**src/rtl/mul_div_sequencer.sv**
```systemverilog
// Purpose: iterative RV32M multiply/divide unit beside the execute-stage ALU (shift-add multiply, restoring divide).
// Latency: done in cycle WIDTH+1 after acceptance for normal ops, cycle 1 for divide-by-zero / signed-overflow fast paths.
// Backpressure: one op at a time; stall holds upstream while accepting and iterating, drops in the done cycle.
module mul_div_sequencer #(
    parameter int WIDTH = 32
) (
    input  logic             clk,
    input  logic             reset,
    input  logic             start,
    input  logic [2:0]       Funct3,
    input  logic [WIDTH-1:0] SrcA,
    input  logic [WIDTH-1:0] SrcB,
    input  logic             flush,
    output logic             stall,
    output logic             busy,
    output logic             done,
    output logic [WIDTH-1:0] Result
);

    localparam int CW = (WIDTH > 1) ? $clog2(WIDTH) : 1;
    localparam logic [WIDTH-1:0] MIN_NEG = {1'b1, {(WIDTH-1){1'b0}}};

    typedef enum logic [1:0] {IDLE, ITER, FINISH} state_t;

    state_t             state;
    state_t             state_nxt;

    // Latched operation context
    logic [2:0]         op;
    logic               a_neg;
    logic               b_neg;
    logic [WIDTH-1:0]   opnd;       // multiplicand (mul) or divisor (div)
    logic [2*WIDTH-1:0] acc;        // {hi, lo}: product accumulator or {remainder, quotient}
    logic [CW-1:0]      cnt;

    // Acceptance-time decode
    logic               a_sgn_in;
    logic               b_sgn_in;
    logic               a_neg_in;
    logic               b_neg_in;
    logic [WIDTH-1:0]   a_mag;
    logic [WIDTH-1:0]   b_mag;
    logic               div_zero;
    logic               div_ovf;
    logic               fast;
    logic [WIDTH-1:0]   fast_res;
    logic               accept;

    // Iteration datapath
    logic [WIDTH:0]     mul_sum;
    logic [WIDTH:0]     div_part;
    logic [WIDTH:0]     div_diff;
    logic [2*WIDTH-1:0] acc_step;
    logic [2*WIDTH-1:0] prod;
    logic [WIDTH-1:0]   quot;
    logic [WIDTH-1:0]   rem;
    logic [WIDTH-1:0]   final_res;
    logic               last;

    assign accept = (state == IDLE) && start && !flush;
    assign last   = (cnt == CW'(WIDTH - 1));

    // Decode operand signedness, magnitudes and the division fast paths at acceptance
    always_comb begin
        // MUL/MULH sign both, MULHSU signs A only, MULHU none; DIV/REM sign both, DIVU/REMU none
        a_sgn_in = Funct3[2] ? ~Funct3[0] : (Funct3[1:0] != 2'b11);
        b_sgn_in = Funct3[2] ? ~Funct3[0] : ~Funct3[1];
        a_neg_in = a_sgn_in & SrcA[WIDTH-1];
        b_neg_in = b_sgn_in & SrcB[WIDTH-1];
        a_mag    = a_neg_in ? -SrcA : SrcA;
        b_mag    = b_neg_in ? -SrcB : SrcB;
        div_zero = (SrcB == '0);
        div_ovf  = ~Funct3[0] && (SrcA == MIN_NEG) && (SrcB == '1);
        fast     = Funct3[2] && (div_zero || div_ovf);
        if (Funct3[1])
            fast_res = div_zero ? SrcA : '0;
        else
            fast_res = div_zero ? '1 : MIN_NEG;
    end

    // One shift-add or restoring-divide step, plus sign correction of the post-step value
    always_comb begin
        mul_sum  = {1'b0, acc[2*WIDTH-1:WIDTH]} + (acc[0] ? {1'b0, opnd} : '0);
        div_part = acc[2*WIDTH-1:WIDTH-1];
        div_diff = div_part - {1'b0, opnd};
        if (op[2]) begin
            // Borrow clear means the shifted remainder covers the divisor: subtract and set the quotient bit
            if (!div_diff[WIDTH])
                acc_step = {div_diff[WIDTH-1:0], acc[WIDTH-2:0], 1'b1};
            else
                acc_step = {div_part[WIDTH-1:0], acc[WIDTH-2:0], 1'b0};
        end else begin
            acc_step = {mul_sum, acc[WIDTH-1:1]};
        end
        prod = (a_neg ^ b_neg) ? -acc_step : acc_step;
        quot = (a_neg ^ b_neg) ? -acc_step[WIDTH-1:0] : acc_step[WIDTH-1:0];
        rem  = a_neg ? -acc_step[2*WIDTH-1:WIDTH] : acc_step[2*WIDTH-1:WIDTH];
        if (op[2])
            final_res = op[1] ? rem : quot;
        else
            final_res = (op[1:0] == 2'b00) ? prod[WIDTH-1:0] : prod[2*WIDTH-1:WIDTH];
    end

    // State register
    always_ff @(posedge clk or negedge reset) begin
        if (!reset)
            state <= IDLE;
        else
            state <= state_nxt;
    end

    // Next-state logic; flush overrides everything including a same-cycle start
    always_comb begin
        state_nxt = state;
        case (state)
            IDLE:    if (accept) state_nxt = fast ? FINISH : ITER;
            ITER:    if (flush) state_nxt = IDLE;
                     else if (last) state_nxt = FINISH;
            FINISH:  state_nxt = IDLE;
            default: state_nxt = IDLE;
        endcase
    end

    // Status outputs decoded from state
    always_comb begin
        busy  = (state == ITER);
        done  = (state == FINISH);
        stall = ((state == IDLE) && start) || (state == ITER);
    end

    // Datapath: latch operands on accept, iterate, and register Result on the way into FINISH
    always_ff @(posedge clk or negedge reset) begin
        if (!reset) begin
            op     <= '0;
            a_neg  <= 1'b0;
            b_neg  <= 1'b0;
            opnd   <= '0;
            acc    <= '0;
            cnt    <= '0;
            Result <= '0;
        end else if (accept) begin
            op    <= Funct3;
            a_neg <= a_neg_in;
            b_neg <= b_neg_in;
            cnt   <= '0;
            if (Funct3[2]) begin
                opnd <= b_mag;
                acc  <= {{WIDTH{1'b0}}, a_mag};
            end else begin
                opnd <= a_mag;
                acc  <= {{WIDTH{1'b0}}, b_mag};
            end
            if (fast)
                Result <= fast_res;
        end else if ((state == ITER) && !flush) begin
            acc <= acc_step;
            cnt <= cnt + 1'b1;
            if (last)
                Result <= final_res;
        end
    end

endmodule

```
**config.mk**
```make
export PLATFORM = sky130hd
export DESIGN_NAME = mul_div_sequencer
export DESIGN_NICKNAME = d
export VERILOG_FILES = /design/src/rtl/mul_div_sequencer.sv
export SDC_FILE = /design/constraint.sdc
export NUM_CORES = 1
export LEC_CHECK = 0
export ABC_AREA = 1
export CAP_MARGIN = 20
export CORE_MARGIN = 1.5
export CORE_UTILIZATION = 45
export DETAILED_ROUTE_END_ITERATION = 8
export PLACE_DENSITY = 0.7
export SKIP_LAST_GASP = 1
export SLEW_MARGIN = 20
export SYNTH_ARGS = -nofsm -noshare
export SYNTH_HDL_FRONTEND = slang
export SYNTH_SLANG_ARGS = --single-unit
```
**constraint.sdc**
```tcl
create_clock -name clk -period 6.25 [get_ports clk]
set_input_delay 1.25 -clock clk [delete_from_list [all_inputs] [get_ports clk]]
set_output_delay 1.25 -clock clk [all_outputs]
set_load 0.02 [all_outputs]
```
==> qor.yml <==
placed_design:
  port_buffers: 105
  dp.cells: 3700
  gp_congestion: 1.03
  dp.final_hpwl_mm: 71.7
  dp_slack_ns: 1.16
  postPlaceCellArea_mm2: 0.0198
floorplanning:
  die_h_um: 204
  die_w_um: 204
  start_util: 0.458
  fp-row-count: 73
  dieArea_mm2: 0.0418
  num_io_pins: 106
  fp.coreArea_mm2: 0.0399
synthesis:
  synth.area.top_cells: "nand2_1, dfrtp_1, inv_1"
  synth_area_mm2: 0.0183
  ys.flop_type: "dfrtp_1"
  syn_inst: 3142
  synth.avg_cell_area_um2: 5.81
  synth.largest_area_cell: "nand2_1"
  synth-edff-count: 0
  synth_nets: 3286
  async_flop_share: 1.00
  synth_seq_area_share: 0.192
  netlist-cell-type-count: 57
  synth_top_area_frac: 0.197
  ys_ff_latch: 140
  yosysWarnings: 0
finish:
  syn2layout_area_growth_pct: 11.6
  postLayoutCoreUtil: 0.511
  regArea_mm2: 0.00351
  nets: 3338
  n_antenna_cell: 0
  drive_gt1_frac: 0.0745
  final_area_mm2: 0.0204
  nFillCells: 4205
  multiInputGateArea_mm2: 0.0125
  final_cells: 3732
sta:
  max_freq_mhz: 188
  min_period_ns: 5.31
  tightestPinTransition_ns: 1.10
  finalWorstSetupSlack_ns: 0.937
  setup-violations-final: 0
  slew_headroom: 0.266
  fin_tns_setup_ns: 0
  finalMaxSlewViolations: 0
  rsz0062_at_grt: "no"
  finalCritPeriodShare: 0.850
  finalHoldViolCount: 0
  finalClockSkew_ns: 0.0128
grt:
  grt_max_degree: 77
  groute.usage.overall: 0.430
  antenna_found_initial: 1
  grt_pass1_wl_mm: 131
  gr-total-overflow: 0
  grt_pass1_vias: 20500
worst_setup_path:
  path_delay_family: "simple AND/OR/NAND/NOR gates"
  cp.required_ns: 6.63
  worstSetupPathType: "reg -> reg"
  arrival_ns: 5.69
  cp-start-kind: "flop"
  crit_slowest_cell: "dfrtp_1"
  slowest_delay_ns: 0.42
  crit_fanout: 10
  critPathCaptureType: "flop"
  crit_buf_inv: 2
  crit_top_cell: "nand2_2"
worst_hold_path:
  hp-class: "reg -> reg"
clocking:
  insertion_delay_ns: 0.50
  h-tree-depth: 4
  cts_resized: 0
  clk_pin_slew_worst_paths_ns: 0.07
  cts_buffers: 17
  hold_buffers: 0
  cts_root_buf: "clkbuf_16"
  cts_setup_buffers: 0
  clock_sinks: 140
  cts_tree: "done"
  clk_path_buf_depth: 2
pwr:
  power_frac_clock: 0.093
  combPwrFrac: 0.765
  swShare: 0.625
  vdd_drop_max_mv: 0.247
  p_sw_uw: 7510
  intPower_uw: 4500
  pwr_density_cell_mw_per_mm2: 589
  p_leak_uw: 0.0105
  p_seq_frac: 0.142
detailed_routing:
  via_per_inst: 5.91
  ant_nets: 0
  routed_wl_mm: 89.5
  post_drt_wl_per_cell_um: 24.0
  vias: 22100
  drt-initial-drc-count: 2646
  dr.pass1.iters: 8
  remaining_drc_errors: 0
run_status:
  status: "completed"
job:
  max_cap_violations: 0
==> synth_stat cells, types with 11 or more instances <==
cell type    n
nand4_1     23
dfrtp_1    140
nand3b_1    17
o22ai_1     29
buf_2       12
or2_2       28
clkbuf_1    68
nand3_1    253
a21oi_1    142
nor2_2      13
nand2_1    961
nand2_2     46
ha_1        71
inv_1      447
o21bai_1    14
nand2_4     17
a22oi_1     18
o21ai_1     20
inv_2       14
nor3_1      38
o21ai_0    180
xnor2_1     13
nor4_1      12
o221ai_1    16
nor2_4      11
o211ai_1    29
xor2_1      96
nor2_1     306
==> layout make-up <==
type,instances,share of cell area
clock inverter,13,0.00761
multi-input combinational,2430,0.615
inverter,467,0.0861
sequential,140,0.172
timing repair buffer,138,0.0650
clock buffer,19,0.0217
tap,525,0.0322
==> cells in the final DEF, fill, tap and decap left out, drive strengths merged, types with 29 or more instances in the layout <==
cell type / count
o22ai: 29
ha: 71
inv: 468
dfrtp: 140
clkdlybuf4s50: 104
o21ai: 213
o211ai: 29
nor2: 330
nor3: 39
buf: 34
nand2: 1024
nand3: 264
xor2: 96
a21oi: 150
==> per-layer routing <==
layer	vias up	wire length (um)	track usage	part of all wire
li1	10200	-	-	-
met1	10300	35900	0.555	0.40
met2	1289	38200	0.655	0.43
met3	253	9040	0.0902	0.10
met4	0	6310	0.267	0.071
met5	-	0	0	0
==> per-stage QoR <==
| step | hold slack, ns | total power [uW] |
|---|---|---|
| after detailed placement | 0.475 | 10500 |
| after floorplan | 0.434 | 7540 |
| final | 0.478 | 12000 |
| after global placement | 0.448 | 10500 |
| after global routing | 0.494 | 12800 |
| after CTS | 0.485 | 11700 |
==> power groups by stage <==
stage	combinational, uW	clock (uW)	sequential (uW)
final	9190	1110	1710
after floorplan	5960	0	1580
after CTS	8890	1120	1690
after global routing	9890	1150	1730
after global placement	8800	0	1690
after detailed placement	8850	0	1700
==> registers in the layout, summed over array words and instances, names as in the netlist <==
| name | count |
|---|---|
| acc | 64 |
| b_neg | 1 |
| state | 2 |
| Result | 32 |
| cnt | 5 |
| op | 3 |
| opnd | 32 |
| a_neg | 1 |
==> worst paths after layout <==
| check | depth (start not counted) | endpoint | start | slack [ns] |
|---|---|---|---|---|
| worst max-delay path | 33 | Result[28]$_DFFE_PN0P_ | opnd[0]$_DFFE_PN0P_ | 0.94 |
| worst min-delay path | 1 | cnt[3]$_DFFE_PN0P_ | cnt[3]$_DFFE_PN0P_ | 0.48 |
| worst max register to register | 33 | Result[28]$_DFFE_PN0P_ | opnd[0]$_DFFE_PN0P_ | 0.94 |
| worst min register to register | 1 | cnt[3]$_DFFE_PN0P_ | cnt[3]$_DFFE_PN0P_ | 0.48 |
| max in group asynchronous | 2 | opnd[1]$_DFFE_PN0P_ | reset | 4.52 |
| min in group asynchronous | 1 | Result[30]$_DFFE_PN0P_ | reset | 0.79 |
==> kinds of logic after synthesis <==
kind of cell | Yosys count | share of synthesized area
AOI/OAI and AO/OA | 508 | 0.166
and+or+nand+nor | 1740 | 0.416
adders and majority gates | 73 | 0.0508
xor gates and xnor gates | 109 | 0.0523
DFF | 140 | 0.192
buffers and inverters | 572 | 0.124
==> worst reg2reg max path, delay by kind of cell, from the launching register on <==
family                   cells  cell delay [ns]
AO/OA/AOI/OAI                1             0.26
flip-flops                   1             0.42
adder cells (fa/ha/maj)      3             0.87
AND/OR/NAND/NOR             27             3.38
buffers and inverters        2             0.26
No activity file was read; power rests on OpenSTA's default activity.
